**config.mk**
```make
export PLATFORM = sky130hd
export DESIGN_NAME = rr_grant_scheduler
export DESIGN_NICKNAME = d
export VERILOG_FILES = /design/src/rtl/rr_grant_scheduler.sv
export SDC_FILE = /design/constraint.sdc
export NUM_CORES = 1
export LEC_CHECK = 0
export CAP_MARGIN = 10
export CORE_MARGIN = 1.5
export CORE_UTILIZATION = 35
export CTS_BUF_LIST = sky130_fd_sc_hd__clkbuf_4
export CTS_CLUSTER_DIAMETER = 80
export CTS_CLUSTER_SIZE = 25
export DETAILED_ROUTE_END_ITERATION = 10
export SYNTH_ARGS = -nofsm -noshare
export SYNTH_HDL_FRONTEND = slang
export SYNTH_SLANG_ARGS = --single-unit
```
**constraint.sdc**
```tcl
create_clock -name clk -period 3.9 [get_ports clk]
set_input_delay 0.585 -clock clk [delete_from_list [all_inputs] [get_ports clk]]
set_output_delay 0.585 -clock clk [all_outputs]
set_load 0.005 [all_outputs]
```
**src/rtl/rr_grant_scheduler.sv**
```systemverilog
// Round-robin owner scheduler: one registered one-hot grant, held until the owner drops req or the watchdog revokes it.
// Grant appears the cycle after a winning req is sampled; every release is followed by exactly one idle gap cycle.
module rr_grant_scheduler #(
    parameter int WIDTH = 8,
    parameter int IDX_W = 3,
    parameter int TO_W  = 10
) (
    input  logic             clk,
    input  logic             rst,
    input  logic             enable,
    input  logic             to_en,
    input  logic [WIDTH-1:0] req,
    output logic [WIDTH-1:0] grant,
    output logic [IDX_W-1:0] grant_idx,
    output logic             busy_own,
    output logic             timeout,
    output logic [IDX_W-1:0] to_idx
);

    localparam int SW = IDX_W + 1;

    typedef enum logic [1:0] {
        ST_IDLE  = 2'd0,
        ST_GRANT = 2'd1,
        ST_GAP   = 2'd2
    } state_t;

    state_t            r_state;
    state_t            w_state_nxt;
    logic [WIDTH-1:0]  r_grant,   w_grant_nxt;
    logic [IDX_W-1:0]  r_idx,     w_idx_nxt;
    logic [IDX_W-1:0]  r_ptr,     w_ptr_nxt;
    logic [TO_W-1:0]   r_cnt,     w_cnt_nxt;
    logic              r_timeout, w_timeout_nxt;
    logic [IDX_W-1:0]  r_to_idx,  w_to_idx_nxt;
    logic [WIDTH-1:0]  r_blocked, w_blk_set;

    logic [WIDTH-1:0]  w_elig;
    logic [SW-1:0]     w_sum;
    logic              w_found;
    logic [IDX_W-1:0]  w_sel;
    logic [IDX_W-1:0]  w_idx_inc;

    // First eligible requester at or after ptr, wrapping without assuming a power-of-2 WIDTH.
    always_comb begin
        w_elig  = req & ~r_blocked;
        w_found = 1'b0;
        w_sel   = '0;
        w_sum   = '0;
        for (int k = 0; k < WIDTH; k++) begin
            w_sum = {1'b0, r_ptr} + SW'(k);
            if (w_sum >= SW'(WIDTH)) begin
                w_sum = w_sum - SW'(WIDTH);
            end
            if (!w_found && w_elig[w_sum[IDX_W-1:0]]) begin
                w_found = 1'b1;
                w_sel   = w_sum[IDX_W-1:0];
            end
        end
    end

    assign w_idx_inc = (r_idx == IDX_W'(WIDTH - 1)) ? '0 : r_idx + IDX_W'(1);

    always_comb begin
        w_state_nxt   = r_state;
        w_grant_nxt   = r_grant;
        w_idx_nxt     = r_idx;
        w_ptr_nxt     = r_ptr;
        w_cnt_nxt     = r_cnt;
        w_timeout_nxt = 1'b0;
        w_to_idx_nxt  = r_to_idx;
        w_blk_set     = '0;
        case (r_state)
            ST_IDLE, ST_GAP: begin
                if (enable && w_found) begin
                    w_grant_nxt = WIDTH'(1) << w_sel;
                    w_idx_nxt   = w_sel;
                    w_cnt_nxt   = '0;
                    w_state_nxt = ST_GRANT;
                end else begin
                    w_grant_nxt = '0;
                    w_state_nxt = ST_IDLE;
                end
            end
            ST_GRANT: begin
                // A release wins over a watchdog expiry in the same cycle.
                if (!req[r_idx]) begin
                    w_grant_nxt = '0;
                    w_ptr_nxt   = w_idx_inc;
                    w_state_nxt = ST_GAP;
                end else if (to_en && (&r_cnt)) begin
                    w_grant_nxt          = '0;
                    w_timeout_nxt        = 1'b1;
                    w_to_idx_nxt         = r_idx;
                    w_blk_set[r_idx]     = 1'b1;
                    w_ptr_nxt            = w_idx_inc;
                    w_state_nxt          = ST_GAP;
                end else if (!(&r_cnt)) begin
                    w_cnt_nxt = r_cnt + TO_W'(1);
                end
            end
            default: begin
                w_grant_nxt = '0;
                w_state_nxt = ST_IDLE;
            end
        endcase
    end

    always_ff @(posedge clk) begin
        if (rst) begin
            r_state   <= ST_IDLE;
            r_grant   <= '0;
            r_idx     <= '0;
            r_ptr     <= '0;
            r_cnt     <= '0;
            r_timeout <= 1'b0;
            r_to_idx  <= '0;
            r_blocked <= '0;
        end else begin
            r_state   <= w_state_nxt;
            r_grant   <= w_grant_nxt;
            r_idx     <= w_idx_nxt;
            r_ptr     <= w_ptr_nxt;
            r_cnt     <= w_cnt_nxt;
            r_timeout <= w_timeout_nxt;
            r_to_idx  <= w_to_idx_nxt;
            // A requester is unblocked only by dropping req; a fresh revoke wins.
            r_blocked <= (r_blocked & req) | w_blk_set;
        end
    end

    assign grant     = r_grant;
    assign grant_idx = r_idx;
    assign busy_own  = (r_state == ST_GRANT);
    assign timeout   = r_timeout;
    assign to_idx    = r_to_idx;

endmodule
```
==> metrics.cfg <==
[synthesis]
synth_flop_cell=dfxtp_1
syn_inst=304
ys_warn_count=0
synth.area.top_cells=dfxtp_1, mux4_2, mux2i_1, nor2_1, nand2b_1
yosys.area.top_type=dfxtp_1
ys_seq_elements=38
synth.net_count=321
syn_area_per_cell_um2=9.540
ys_seq_area_share_pct=26.23
synth_top_cell_area_share_pct=26.23
synthDistinctLibCells=65
synth-edff-count=0
synthArstFlopShare_pct=0
mappedNetlistArea_um2=2900

[placed_design]
place.port_buffers=27
post-dp-hpwl_mm=5.578
globalplace.congestion=0.9233
dp_cells=430

[power]
netSwitchingFraction_pct=33.74
p_seq_share_pct=44.0
comb_power_share_pct=34.2
leakagePower_nw=1.153
p_sw_mw=0.3141
internal-power_mw=0.6167
p_total_mw=0.9308
p_per_area_nw_per_um2=280.5
p_clk_share_pct=21.8
irDropWorstVdd_uv=156.5

[worst_setup_path]
crit_fanout=16
critPathLaunchType=primary input
r2r_cells=7
max_stage_delay_ns=0.56
required_ns=4.14
cp_top_family=compound AO/OA/AOI/OAI gates
crit_cells=9
slowest_stage=clkdlybuf4s50_1
worstPathCellList=clkdlybuf4s50_1, nor2b_1, mux2i_1, mux4_2, and2_4, a41o_4, a21boi_0, nor2_1, a211oi_1
endpoint_kind=flop
criticalPathCategory=in2reg
cp_num_buf_inv=1
crit_arrival_ns=3.48

[cells_and_area]
nets=349
areaGrowthSynthToFinish_pct=14.41
drive_above_1_share_pct=16.52
antenna_cells=0
layoutNonFillerInstCount=438
fin_util_pct=40.79
fillers=808

[drt]
dr.pass1.iters=4
num_vias=2455
drc=0
ant_nets=0
drt-total-wl_mm=7.085
viasPerCell=5.605
wl_per_cell_um=16.18
drt_iter0_drc=165

[cts]
cts_hold_buf=0
numCtsBuffers=5
clk_pin_slew_ns=0.11
tritoncts=done
clk_path_buf_depth=2
cts_setup_buffers=0
cts_sinks=38
insertion_delay_ns=0.34
post_cts_resized=0
htree_levels=2
cts_root_buffer=clkbuf_4

[global_routing]
grt_max_degree=22
grt_pass1_wl_mm=11.98
grt_pass1_vias=2444
track_usage_pct=17.26
grt_overflow=0
antenna_found_initial=0

[sta]
fmax_ghz=0.3088
finalMaxSlewViolations=0
post-route-min-period_ns=3.238
finalSetupTns_ns=0
setup_viol=0
period_share_pct=83.04
finalHoldViolations=0
tightest_slew_ns=0.8927
final.setup_skew_ns=0.01513
grt_setup_unrepaired=no
slew-limit-headroom_pct=40.27
whs_ns=0.4832

[hold_path]
min_path_cells=1
hold_path.class=reg2reg

[outcome]
status=finished clean

[die]
dieWidth_um=94.03
fp.dieH_um=94.03
initial_utilization_pct=35.66
core.rowCount=33
io_pins=28
dieArea_um2=8842
coreArea_um2=8134

[flow_run]
maxCapViolCount=0

path summary, 6_finish.rpt:
path,startpoint,slack [ns],end
worst min-delay path,grant[2]$_SDFFE_PP0P_,0.48,grant[2]$_SDFFE_PP0P_
worst min register to register,grant[2]$_SDFFE_PP0P_,0.48,grant[2]$_SDFFE_PP0P_
worst max-delay path,req[2],0.66,r_cnt[8]$_SDFFE_PP0P_
worst max register to register,r_ptr[2]$_SDFFE_PP0P_,0.73,r_cnt[8]$_SDFFE_PP0P_
area by class of cell:
type / count / area (um2) / area share, %
clock inverters: 2 / 8.758 / 0.2640
clock buffers: 6 / 45.04 / 1.357
flip-flops and latches: 38 / 760.7 / 22.93
well taps: 105 / 131.4 / 3.959
repair buffers: 37 / 345.3 / 10.41
inverters: 9 / 33.78 / 1.018
multi-input cells: 241 / 1993 / 60.07
registers in the layout (all words and copies together) (netlist names):
register / flops
r_blocked: 8
to_idx: 3
r_state: 2
r_ptr: 3
grant: 8
timeout: 1
r_cnt: 10
grant_idx: 3
routing by layer:
layer	global-route usage [%]	up-vias	share of wire, %
met4	7.090	0	3.1
met5	0	-	0
li1	-	1186	-
met3	2.265	20	3.7
met1	22.04	1182	44
met2	29.23	67	49
cell families (layout without fill, tap and decap cells):
logic type / after synthesis / in the layout / share of synthesized area [%]
mux: 43 / 43 / 22.22
buf+inv: 25 / 54 / 5.047
simple gates: 121 / 121 / 21.14
compound gates: 63 / 63 / 19.85
xor+xnor: 9 / 9 / 3.365
flops: 38 / 38 / 26.23
fa+ha+maj: 5 / 5 / 2.157
power by group through the flow:
stage	sequential (mW)	clock [mW]	combinational (mW)
global placement	0.419	0	0.315
CTS	0.410	0.215	0.318
detailed placement	0.419	0	0.317
floorplan	0.414	0	0.238
finish	0.410	0.203	0.319
global route	0.411	0.229	0.348
cells in the mapped netlist, drive strengths merged (3+ instances only):
| cell type | count |
|---|---|
| a211oi | 10 |
| a21oi | 9 |
| a22o | 3 |
| a31oi | 3 |
| a32o | 5 |
| a32oi | 4 |
| and2 | 4 |
| and3 | 3 |
| buf | 7 |
| clkbuf | 9 |
| dfxtp | 38 |
| ha | 5 |
| inv | 8 |
| mux2i | 25 |
| mux4 | 16 |
| nand2 | 24 |
| nand2b | 15 |
| nand3 | 9 |
| nor2 | 41 |
| nor2b | 11 |
| nor3 | 5 |
| o211ai | 5 |
| o21ai | 3 |
| xnor2 | 8 |
metrics by stage:
stage | setup WS (ns) | instance area, um2
after floorplan | 1.020 | 2900
after global placement | 0.4021 | 3264
after detailed placement | 0.4306 | 3264
after CTS | 0.6904 | 3318
after global routing | 0.5248 | 3318
final | 0.6615 | 3318
cells in the final DEF (no fill, tap or decap), drive strengths merged, types with 2 or more instances in the layout:
cell type and count:
nor2 41, dfxtp 38, clkdlybuf4s50 27, mux2i 25, nand2 24, mux4 16
nand2b 15, nor2b 11, buf 10, a211oi 10, nand3 9, a21oi 9
xnor2 8, inv 8, clkbuf 6, a32o 5, ha 5, o211ai 5
nor3 5, and2 4, a32oi 4, and3 3, a31oi 3, o21ai 3
a22o 3, clkinv 3, a41oi 2, mux2 2, o21bai 2, a21o 2
o2bb2ai 2, o31ai 2, or3 2, o22ai 2, a2111oi 2
Power figures use the tool's default switching activity.
